--- src/rtl/id_ex_operand_stage_if.sv ---
// ID/EX operand-stage bus: ID-side instruction fields, hazard controls,
// EX/MEM and MEM/WB forwarding buses, and the EX-side outputs to the ALU.
// The stage itself is the slave; whoever drives ID and the result buses is the master.
interface id_ex_operand_stage_if #(
  parameter int DW = 8,
  parameter int AW = 3
);
  // hazard / branch control
  logic          stall;
  logic          flush;
  // decoded instruction from ID
  logic          id_valid;
  logic [2:0]    id_op;
  logic [AW-1:0] id_rs_addr;
  logic [AW-1:0] id_rt_addr;
  logic [AW-1:0] id_rd_addr;
  logic [DW-1:0] id_rs_data;
  logic [DW-1:0] id_rt_data;
  logic [DW-1:0] id_imm;
  // forwarding sources
  logic          exm_reg_write;
  logic [AW-1:0] exm_rd_addr;
  logic [DW-1:0] exm_result;
  logic          wb_reg_write;
  logic [AW-1:0] wb_rd_addr;
  logic [DW-1:0] wb_result;
  // EX stage outputs
  logic          ex_valid;
  logic [1:0]    ALUctl;
  logic [DW-1:0] A;
  logic [DW-1:0] B;
  logic [AW-1:0] ex_rd_addr;
  logic          ex_reg_write;
  logic          illegal_op;

  modport master (
    output stall, flush, id_valid, id_op, id_rs_addr, id_rt_addr, id_rd_addr,
           id_rs_data, id_rt_data, id_imm, exm_reg_write, exm_rd_addr,
           exm_result, wb_reg_write, wb_rd_addr, wb_result,
    input  ex_valid, ALUctl, A, B, ex_rd_addr, ex_reg_write, illegal_op
  );

  modport slave (
    input  stall, flush, id_valid, id_op, id_rs_addr, id_rt_addr, id_rd_addr,
           id_rs_data, id_rt_data, id_imm, exm_reg_write, exm_rd_addr,
           exm_result, wb_reg_write, wb_rd_addr, wb_result,
    output ex_valid, ALUctl, A, B, ex_rd_addr, ex_reg_write, illegal_op
  );
endinterface

--- src/rtl/id_ex_operand_stage.sv ---
// ID/EX pipeline register in front of the ALU. Captures decoded fields and
// register-file operands, decodes op into ALUctl, and forwards EX/MEM or
// MEM/WB results into the A/B operands. Priority at the clock edge is
// flush > stall > capture.
//
// Handshake: there is no valid/ready pair here. id_valid qualifies the ID
// fields on every non-stalled, non-flushed edge; stall holds the stage (the
// upstream must hold ID too); flush turns the next EX contents into a bubble.
module id_ex_operand_stage #(
  parameter int DW = 8,
  parameter int AW = 3
) (
  input logic                 clk,
  input logic                 rst_n,
  id_ex_operand_stage_if.slave io
);

  localparam logic [2:0] OP_ADDI = 3'd4;
  localparam logic [2:0] OP_SLTI = 3'd5;
  localparam logic [2:0] OP_NOP  = 3'd6;
  localparam logic [2:0] OP_ILL  = 3'd7;

  // EX stage state
  logic          valid_q;
  logic          reg_write_q;
  logic          illegal_q;
  logic [1:0]    aluctl_q;
  logic          use_imm_q;
  logic [AW-1:0] rs_addr_q;
  logic [AW-1:0] rt_addr_q;
  logic [AW-1:0] rd_addr_q;
  logic [DW-1:0] rs_data_q;
  logic [DW-1:0] rt_data_q;
  logic [DW-1:0] imm_q;

  // decode of the incoming ID op
  logic [1:0]    dec_aluctl;
  logic          dec_use_imm;
  logic          dec_writes;
  logic          dec_illegal;

  // forwarded operands
  logic [DW-1:0] fwd_rs;
  logic [DW-1:0] fwd_rt;

  // Decode op into ALU control, B-source select and register-write intent.
  always_comb begin
    dec_aluctl  = 2'd0;
    dec_use_imm = 1'b0;
    dec_writes  = 1'b1;
    dec_illegal = 1'b0;
    case (io.id_op)
      3'd0, 3'd1, 3'd2, 3'd3: dec_aluctl = io.id_op[1:0];
      OP_ADDI: dec_use_imm = 1'b1;
      OP_SLTI: begin
        dec_aluctl  = 2'd2;
        dec_use_imm = 1'b1;
      end
      OP_NOP:  dec_writes = 1'b0;
      OP_ILL: begin
        dec_writes  = 1'b0;
        dec_illegal = 1'b1;
      end
      default: dec_aluctl = 2'd0;
    endcase
  end

  // Forward from EX/MEM first, then MEM/WB; r0 always reads as zero.
  always_comb begin
    fwd_rs = rs_data_q;
    fwd_rt = rt_data_q;
    if (rs_addr_q == '0)
      fwd_rs = '0;
    else if (io.exm_reg_write && (io.exm_rd_addr == rs_addr_q))
      fwd_rs = io.exm_result;
    else if (io.wb_reg_write && (io.wb_rd_addr == rs_addr_q))
      fwd_rs = io.wb_result;

    if (rt_addr_q == '0)
      fwd_rt = '0;
    else if (io.exm_reg_write && (io.exm_rd_addr == rt_addr_q))
      fwd_rt = io.exm_result;
    else if (io.wb_reg_write && (io.wb_rd_addr == rt_addr_q))
      fwd_rt = io.wb_result;
  end

  // Pipeline register: flush makes a bubble, stall holds control but refreshes
  // operands from the forwarding mux so a producer retiring now is kept.
  always_ff @(posedge clk or negedge rst_n) begin
    if (!rst_n) begin
      valid_q     <= 1'b0;
      reg_write_q <= 1'b0;
      illegal_q   <= 1'b0;
      aluctl_q    <= 2'd0;
      use_imm_q   <= 1'b0;
      rs_addr_q   <= '0;
      rt_addr_q   <= '0;
      rd_addr_q   <= '0;
      rs_data_q   <= '0;
      rt_data_q   <= '0;
      imm_q       <= '0;
    end else if (io.flush) begin
      valid_q     <= 1'b0;
      reg_write_q <= 1'b0;
      illegal_q   <= 1'b0;
    end else if (io.stall) begin
      rs_data_q   <= fwd_rs;
      rt_data_q   <= fwd_rt;
      illegal_q   <= 1'b0;
    end else begin
      valid_q     <= io.id_valid && !dec_illegal;
      reg_write_q <= io.id_valid && dec_writes && (io.id_rd_addr != '0);
      illegal_q   <= io.id_valid && dec_illegal;
      aluctl_q    <= dec_aluctl;
      use_imm_q   <= dec_use_imm;
      rs_addr_q   <= io.id_rs_addr;
      rt_addr_q   <= io.id_rt_addr;
      rd_addr_q   <= io.id_rd_addr;
      rs_data_q   <= io.id_rs_data;
      rt_data_q   <= io.id_rt_data;
      imm_q       <= io.id_imm;
    end
  end

  // Outputs toward the ALU and the rest of the pipe.
  always_comb begin
    io.ex_valid     = valid_q;
    io.ex_reg_write = reg_write_q;
    io.illegal_op   = illegal_q;
    io.ALUctl       = aluctl_q;
    io.ex_rd_addr   = rd_addr_q;
    io.A            = fwd_rs;
    io.B            = use_imm_q ? imm_q : fwd_rt;
  end

endmodule
--- src/flat_wrapper.sv ---
// flat-port wrapper written by rule: the top's interface ports become plain ports
module id_ex_operand_stage_flat 
#(
  parameter int DW = 8,
  parameter int AW = 3
)
  (clk, rst_n, io_stall, io_flush, io_id_valid, io_id_op, io_id_rs_addr, io_id_rt_addr, io_id_rd_addr, io_id_rs_data, io_id_rt_data, io_id_imm, io_exm_reg_write, io_exm_rd_addr, io_exm_result, io_wb_reg_write, io_wb_rd_addr, io_wb_result, io_ex_valid, io_ALUctl, io_A, io_B, io_ex_rd_addr, io_ex_reg_write, io_illegal_op);
  id_ex_operand_stage_if #(.DW(DW), .AW(AW)) io_i ();
  input logic clk;
  input logic rst_n;
  input wire logic [$bits(io_i.stall)-1:0] io_stall;
  input wire logic [$bits(io_i.flush)-1:0] io_flush;
  input wire logic [$bits(io_i.id_valid)-1:0] io_id_valid;
  input wire logic [$bits(io_i.id_op)-1:0] io_id_op;
  input wire logic [$bits(io_i.id_rs_addr)-1:0] io_id_rs_addr;
  input wire logic [$bits(io_i.id_rt_addr)-1:0] io_id_rt_addr;
  input wire logic [$bits(io_i.id_rd_addr)-1:0] io_id_rd_addr;
  input wire logic [$bits(io_i.id_rs_data)-1:0] io_id_rs_data;
  input wire logic [$bits(io_i.id_rt_data)-1:0] io_id_rt_data;
  input wire logic [$bits(io_i.id_imm)-1:0] io_id_imm;
  input wire logic [$bits(io_i.exm_reg_write)-1:0] io_exm_reg_write;
  input wire logic [$bits(io_i.exm_rd_addr)-1:0] io_exm_rd_addr;
  input wire logic [$bits(io_i.exm_result)-1:0] io_exm_result;
  input wire logic [$bits(io_i.wb_reg_write)-1:0] io_wb_reg_write;
  input wire logic [$bits(io_i.wb_rd_addr)-1:0] io_wb_rd_addr;
  input wire logic [$bits(io_i.wb_result)-1:0] io_wb_result;
  output wire logic [$bits(io_i.ex_valid)-1:0] io_ex_valid;
  output wire logic [$bits(io_i.ALUctl)-1:0] io_ALUctl;
  output wire logic [$bits(io_i.A)-1:0] io_A;
  output wire logic [$bits(io_i.B)-1:0] io_B;
  output wire logic [$bits(io_i.ex_rd_addr)-1:0] io_ex_rd_addr;
  output wire logic [$bits(io_i.ex_reg_write)-1:0] io_ex_reg_write;
  output wire logic [$bits(io_i.illegal_op)-1:0] io_illegal_op;
  assign io_i.stall = io_stall;
  assign io_i.flush = io_flush;
  assign io_i.id_valid = io_id_valid;
  assign io_i.id_op = io_id_op;
  assign io_i.id_rs_addr = io_id_rs_addr;
  assign io_i.id_rt_addr = io_id_rt_addr;
  assign io_i.id_rd_addr = io_id_rd_addr;
  assign io_i.id_rs_data = io_id_rs_data;
  assign io_i.id_rt_data = io_id_rt_data;
  assign io_i.id_imm = io_id_imm;
  assign io_i.exm_reg_write = io_exm_reg_write;
  assign io_i.exm_rd_addr = io_exm_rd_addr;
  assign io_i.exm_result = io_exm_result;
  assign io_i.wb_reg_write = io_wb_reg_write;
  assign io_i.wb_rd_addr = io_wb_rd_addr;
  assign io_i.wb_result = io_wb_result;
  assign io_ex_valid = io_i.ex_valid;
  assign io_ALUctl = io_i.ALUctl;
  assign io_A = io_i.A;
  assign io_B = io_i.B;
  assign io_ex_rd_addr = io_i.ex_rd_addr;
  assign io_ex_reg_write = io_i.ex_reg_write;
  assign io_illegal_op = io_i.illegal_op;
  id_ex_operand_stage #(.DW(DW), .AW(AW)) u_core (.clk(clk), .rst_n(rst_n), .io(io_i));
endmodule
--- config.mk ---
export PLATFORM = sky130hd
export DESIGN_NAME = id_ex_operand_stage_flat
export DESIGN_NICKNAME = d
export VERILOG_FILES = /design/src/rtl/id_ex_operand_stage_if.sv /design/src/rtl/id_ex_operand_stage.sv /design/src/flat_wrapper.sv
export SDC_FILE = /design/constraint.sdc
export NUM_CORES = 1
export LEC_CHECK = 0
export ABC_CLOCK_PERIOD_IN_PS = 3100
export CAP_MARGIN = 5
export CORE_MARGIN = 2
export CORE_UTILIZATION = 48
export DETAILED_ROUTE_END_ITERATION = 6
export GPL_TIMING_DRIVEN = 1
export HOLD_SLACK_MARGIN = 0.1
export MAX_ROUTING_LAYER = met4
export PLACE_DENSITY = 0.85
export SETUP_SLACK_MARGIN = 0.02
export SKIP_CTS_REPAIR_TIMING = 1
export SLEW_MARGIN = 20
export SYNTH_ARGS = -nofsm -noshare
export SYNTH_HDL_FRONTEND = slang
export SYNTH_SLANG_ARGS = --single-unit
export TNS_END_PERCENT = 50
--- constraint.sdc ---
create_clock -name clk -period 3.1 [get_ports clk]
set_clock_uncertainty 0.05 [all_clocks]
set_input_delay 0.31 -clock clk [delete_from_list [all_inputs] [get_ports clk]]
set_output_delay 0.31 -clock clk [all_outputs]
set_load 0.1 [all_outputs]
==> metrics.md, run 1 <==
| Metric | Value |
|---|---|
| Row count | 25 |
| Sequential share of the synthesized area | 40.12% |
| Root buf cell | clkbuf_8 |
| Arrival time at the worst endpoint | between 2000 and 3000 ps |
| Worst path max stage delay | around 780 ps |
| R2R setup slack | 940 ps |
| Nets@finish | just over 400 |
| Post-synth EDFFs | 0 |
| Reg power frac | 26.9% |
| Largest net degree at the start of global routing | 40 |
| Hold Crit Class | input pin to asynchronous set/reset pin |
| Post-DP Area | ~3600 um^2 |
| Switching Fraction | approximately 45% |
| Finished Cell Area | roughly 3700 um^2 |
| Synthesized flop and latch total | 39 |
| Layout cell share with drive strength beyond 1 | 24.41% |
| First-pass GRT wire length | about 12000 um |
| Clock buffer depth | 2 |
| Post-synthesis cell count | approximately 250 |
| Area grow syn2layout | 52.37% |
| Synthesized Nets | 319 |
| GRT Overall Usage | slightly below 30% |
| Pwr Density | between 600 and 700 nW/um^2 |
| Routed len/inst | 18.08 um |
| TritonRoute pass-1 iters | 4 |
| Distinct cells, synth | 30 |
| Critical R2R Launch | u_core.rs_addr_q[0] |
| Crit path capture | io_A[2] |
| Grt total ovfl | 0 |
| Max rail drop VDD | between 0.4 and 0.5 mV |
| Initial antenna violation count | 0 |
| Syn Std Cell Area | between 2000 and 2500 um^2 |
| Count of final setup violators | 0 |
| Psw | between 1000 and 1500 uW |
| Fin. Hold Viols | 0 |
| PortBufs | a little under 90 |
| Crit path capture type | output port |
| Crit-path leading delay family | simple AND/OR/NAND/NOR gates |
| Clock sinks | 39 |
| CP Max Fanout | 9 |
| DRC violations left | 0 |
| CP max-delay cell | or4b_1 |
| Crit path depth | 6 |
| Synth async-reset ratio | 100.0% |
| Via density | 5.799 |
| Via Count | between 2k and 2.5k |
| DR iter-0 viols | about 210 |
| YS warnings | 0 |
| Fmax | roughly 340 MHz |
| Hpwl dp | 5514 um |
| Core ar. | 4817 um^2 |
| Startpoint types | input pin |
| Post-synth top flop | dfrtp_1 |
| Fillers | between 300 and 400 |
| Crit path required time | roughly 2700 ps |
| Final GP Congestion | 0.8495 |
| Max Slew Vio Count | 0 |
| Clock power frac | around a fifth |
| Reg clk slew, reported paths | ~80 ps |
| RSZ-0062 raised after global routing | false |
| Crit path from | io_wb_rd_addr[0] |
| Final min period | between 2000 and 3000 ps |
| Crit path buffers/inverters | 2 |
| Worst-Margin Slew | 971.7 ps |
| R2R depth | 4 |
| Ports | 89 |
| # H-tree levels | 2 |
| Comb pwr share | a little over half |
| Initial core utilization | 50.49% |
| Reg2Reg Capture Point | u_core.rs_data_q[2] |
| Tot Pwr | ~2400 uW |
| Post-route antenna net violation count | 0 |
| DIE WIDTH | ~75 um |
| Die Ht | ~75 um |
| Detailed Route WL | 7357 um |
| Pint | between 1000 and 1500 uW |
| Post-synthesis average cell area | about 9.6 um^2 |
| Relative slew slack | a little over a third |
| Diode count | 0 |
| Status | finished, final reports clean |
| Max-Cap Viols | 0 |
| Vias in the first global route | between 2k and 2.5k |
| Clock Latency Late Sink | around 290 ps |
| Leakage | roughly 0.0014 uW |
| CTS Buf Count | 5 |
| CTS tree | done |
| Cell chain of the critical path | clkdlybuf4s50_1 > xor2_2 > or4b_1 > a221oi_2 > nor3_1 > buf_12 |
| WS Path Type | input pin to output port |
| Die area | about 5700 um^2 |
| Fin crit share | between 90% and 100% |
layout by cell type, fill, tap and decap left out, drive strengths merged, types with 6 or more instances in the layout:
master,n
a21oi,17
a221oi,16
buf,24
clkbuf,6
clkdlybuf4s50,71
dfrtp,39
mux2,18
nand2,23
nor2,36
nor3,11
nor3b,15
o21ai,18
o31ai,16
xnor2,6
xor2,6
final cells by class:
cell class,instances,area [um^2],share of cell area [%]
Clock inverter,2,38.79,1.047
Timing Repair Buffer,95,1101,29.71
Clock buffer,6,82.58,2.228
Tap cell,67,83.83,2.262
Sequential cell,39,975.9,26.33
Multi-Input combinational cell,198,1424,38.42
routing by layer:
metal  vias to the layer above  routed length [um]  share of wire (%)  track usage [%]
met5                         -                   0                  0                -
met4                         0                 278                3.8            11.50
met3                        26                 517                7.0            4.418
met2                       108                3522                 48            46.88
met1                      1122                3038                 41            37.05
li1                       1104                   -                  -                -
cell families after synthesis:
logic type | Yosys count | synth area share, %
buffers and inverters | 17 | 3.087
and+or+nand+nor | 99 | 20.89
DFF | 39 | 40.12
xor gates and xnor gates | 12 | 4.938
muxes | 18 | 8.333
AOI/OAI and AO/OA | 69 | 22.63
power by group through the flow:
stage                     clock network [uW]  logic (uW)  registers, uW
after CTS                                461        1290            644
after global placement                     0        1270            649
after detailed placement                   0        1290            654
final                                    460        1290            645
after global routing                     489        1350            654
after floorplan                            0         764            713
worst min path at each step:
stage,to,slack [ps],depth (start not counted)
2_1_floorplan,u_core.imm_q[0],-40,0
3_3_place_gp,u_core.io.ex_rd_addr[2],420,1
3_5_place_dp,u_core.io.ex_rd_addr[2],440,1
4_1_cts,u_core.io.illegal_op,110,1
5_1_grt,u_core.use_imm_q,140,1
6_report,u_core.io.ex_rd_addr[2],80,1
synthesized netlist by cell type, types with 2 or more instances:
cell type	n	area [um^2]
dfrtp_1	39	975.9
nor2_1	35	131.4
nand2_1	23	86.33
mux2_2	18	202.7
a21oi_1	17	85.08
a221oi_2	16	240.2
o31ai_1	16	120.1
nor3b_1	15	112.6
clkbuf_1	10	37.54
nor3_1	10	50.05
o21ai_0	10	50.05
o21ai_1	8	40.04
xnor2_1	6	52.55
buf_1	5	18.77
xor2_1	4	35.03
a22oi_1	2	15.01
and3_1	2	12.51
and4_1	2	17.52
nand3b_1	2	15.01
nand4_1	2	12.51
or3b_2	2	17.52
xor2_2	2	32.53
state kept, by name, summed over array words and instances (netlist names):
| register | count |
|---|---|
| u_core.rt_data_q | 8 |
| u_core.rs_data_q | 8 |
| u_core.io.ex_reg_write | 1 |
| u_core.use_imm_q | 1 |
| u_core.io.ALUctl | 2 |
| u_core.io.illegal_op | 1 |
| u_core.rt_addr_q | 3 |
| u_core.rs_addr_q | 3 |
| u_core.imm_q | 8 |
| u_core.io.ex_valid | 1 |
| u_core.io.ex_rd_addr | 3 |
metrics by stage:
step	hold WS, ps	setup TNS (ps)	util (%)	worst slack (ps)	cells
global placement	424.6	0	74.42	219.5	399
CTS	109.4	0	76.94	156.1	407
finish	77.46	0	76.94	155.2	407
floorplan	-35.59	-5026	-	-628.7	254
global route	136.6	0	76.94	22.36	407
detailed placement	435.7	0	74.42	170.1	399
No activity file was read; power rests on OpenSTA's default activity.
==> run 2, diff against run 1 <==
--- a/config.mk
+++ b/config.mk
@@ -14,10 +14,8 @@
 export HOLD_SLACK_MARGIN = 0.1
 export MAX_ROUTING_LAYER = met4
 export PLACE_DENSITY = 0.85
-export SETUP_SLACK_MARGIN = 0.02
 export SKIP_CTS_REPAIR_TIMING = 1
 export SLEW_MARGIN = 20
 export SYNTH_ARGS = -nofsm -noshare
 export SYNTH_HDL_FRONTEND = slang
 export SYNTH_SLANG_ARGS = --single-unit
-export TNS_END_PERCENT = 50
==> run 2 against run 1 <==
  * Sequential power up 0.6%
  * Core utilization up 0.75 points
  * Sequential share of layout area is 0.26 points lower
  * Power increased by 2.9%
  * Critical path type unchanged
  * Critical endpoint is now io_A[6]
  * Largest cell class unchanged
  * Highest routed layer unchanged
==> metrics.md, run 2 (synthesis gave the netlist of run 1 again) <==
| Metric | Value |
|---|---|
| Reg2Reg Capture Point | u_core.rs_data_q[6] |
| Core ar. | 4817 um^2 |
| Crit path capture type | output port |
| Via density | around 6 |
| CP Max Fanout | 9 |
| Initial core utilization | 50.49% |
| Detailed Route WL | approximately 7400 um |
| Cell chain of the critical path | clkdlybuf4s50_1 > xor2_2 > or4b_1 > a221oi_2 > nor3_2 > buf_12 |
| Fin. Hold Viols | 0 |
| Commonest non-fill, non-tap cell in the layout | clkdlybuf4s50_1 |
| Die Ht | 75.19 um |
| Post-Route Setup TNS | 0 ps |
| CTS Buf Count | 5 |
| Relative slew slack | between 30 and 40% |
| Crit path depth | 6 |
| Max-Cap Viols | 0 |
| Crit path from | io_wb_rd_addr[0] |
| Hpwl dp | between 5000 and 6000 um |
| Crit-path leading delay family | simple AND/OR/NAND/NOR gates |
| Finished Cell Area | approximately 3700 um^2 |
| DRC violations left | 0 |
| Leakage | 0.001435 uW |
| Comb pwr share | a little over half |
| Pint | 1389 uW |
| Row count | 25 |
| Pwr Density | between 600 and 700 nW/um^2 |
| Met1 global-route usage | 34.30% |
| Startpoint types | input pin |
| Clock Latency Late Sink | a little under 300 ps |
| Crit path capture | io_A[6] |
| Reg clk slew, reported paths | 80 ps |
| Final GP Congestion | roughly 0.87 |
| Area grow syn2layout | 53.86% |
| Crit path required time | 2740 ps |
| Fin crit share | a little over nine tenths |
| Initial antenna violation count | 0 |
| Via Count | 2436 |
| Critical R2R Launch | u_core.rs_addr_q[2] |
| Final min period | roughly 3000 ps |
| CP max-delay cell | or4b_1 |
| Routed len/inst | 18.38 um |
| Reg power frac | a little over a quarter |
| Post-DP Area | roughly 3600 um^2 |
| Max rail drop VDD | between 0.3 and 0.4 mV |
| Nets@finish | around 400 |
| Status | finished, final reports clean |
| Arrival time at the worst endpoint | about 2600 ps |
| PortBufs | 88 |
| DIE WIDTH | between 70 and 80 um |
| CTS tree | done |
| Crit path buffers/inverters | 2 |
| Grt total ovfl | 0 |
| Clock buffer depth | 2 |
| Fmax | ~340 MHz |
| Layout cell share with drive strength beyond 1 | around a quarter |
| Clock power frac | roughly a fifth |
| GRT Overall Usage | 28.32% |
| WS Path Type | input pin to output port |
| Post-route antenna net violation count | 0 |
| RSZ-0062 raised after global routing | false |
| Diode count | 0 |
| Psw | 1076 uW |
| Tot Pwr | approximately 2500 uW |
| Worst-Margin Slew | around 980 ps |
| Count of final setup violators | 0 |
| First-pass GRT wire length | about 11000 um |
| Largest registers | u_core.imm_q (8), u_core.rs_data_q (8), u_core.rt_data_q (8) |
| Global Route met2 Usage | between 40% and 50% |
| R2R setup slack | about 880 ps |
| Most frequent cells in the layout | 71 x clkdlybuf4s50_1, 39 x dfrtp_1, 34 x nor2_1 |
| Vias in the first global route | 2421 |
| Root buf cell | clkbuf_8 |
| R2R depth | 4 |
| Clock sinks | 39 |
| TritonRoute pass-1 iters | 5 |
| # H-tree levels | 2 |
| Worst path max stage delay | between 700 and 800 ps |
| GR peak layer | met2 |
| Largest net degree at the start of global routing | 40 |
| Hold Crit Class | input pin to asynchronous set/reset pin |
| Switching Fraction | 43.65% |
| Max Slew Vio Count | 0 |
| Die area | about 5700 um^2 |
| DR iter-0 viols | between 200 and 300 |
| Met3 Use GR | under 10% |
| Ports | 89 |
==> run 2: final cells by class <==
class / count / area [um^2]
Multi-Input combinational cell: 198 / 1464
Timing Repair Buffer: 93 / 1086
Fill cell: 327 / 1075
Sequential cell: 39 / 975.9
Tap cell: 67 / 83.83
Clock buffer: 6 / 72.57
Clock inverter: 2 / 60.06
==> run 2: how the worst min path moves through the flow <==
stage	start	end	slack (ps)
floorplan	rst_n	u_core.imm_q[0]	-40
finish	rst_n	u_core.io.ex_rd_addr[0]	90
detailed placement	rst_n	u_core.io.ex_rd_addr[0]	430
CTS	rst_n	u_core.use_imm_q	110
global placement	rst_n	u_core.io.ex_rd_addr[0]	430
global route	rst_n	u_core.io.ex_rd_addr[0]	140
==> run 2: metrics by stage <==
step	hold slack [ps]	util [%]	worst slack [ps]	cells
floorplan	-35.59	-	76.48	254
global placement	427.6	74.94	225.6	397
detailed placement	434.3	74.94	157.8	397
CTS	113.6	77.69	155.8	405
global route	143.8	77.69	60.59	405
finish	88.39	77.69	133.3	405
==> run 2: power by group through the flow <==
stage                     registers [uW]  clock network, uW  logic [uW]
after floorplan                      713                  0         779
after CTS                            647                512        1300
after global routing                 656                536        1350
after global placement               651                  0        1280
after detailed placement             657                  0        1300
final                                649                513        1300
==> run 2: worst register-to-register path, stage by stage, from the launching register on <==
cell      delay, ps
dfrtp_1         470
xor2_1          200
or4b_1          810
a221oi_2        450
o21ai_1         130
==> run 2: per-layer routing <==
metal | part of all wire (%) | up-vias
met5 | 0 | -
met4 | 3.8 | 0
met3 | 7.0 | 29
met2 | 48 | 122
met1 | 41 | 1181
li1 | - | 1104
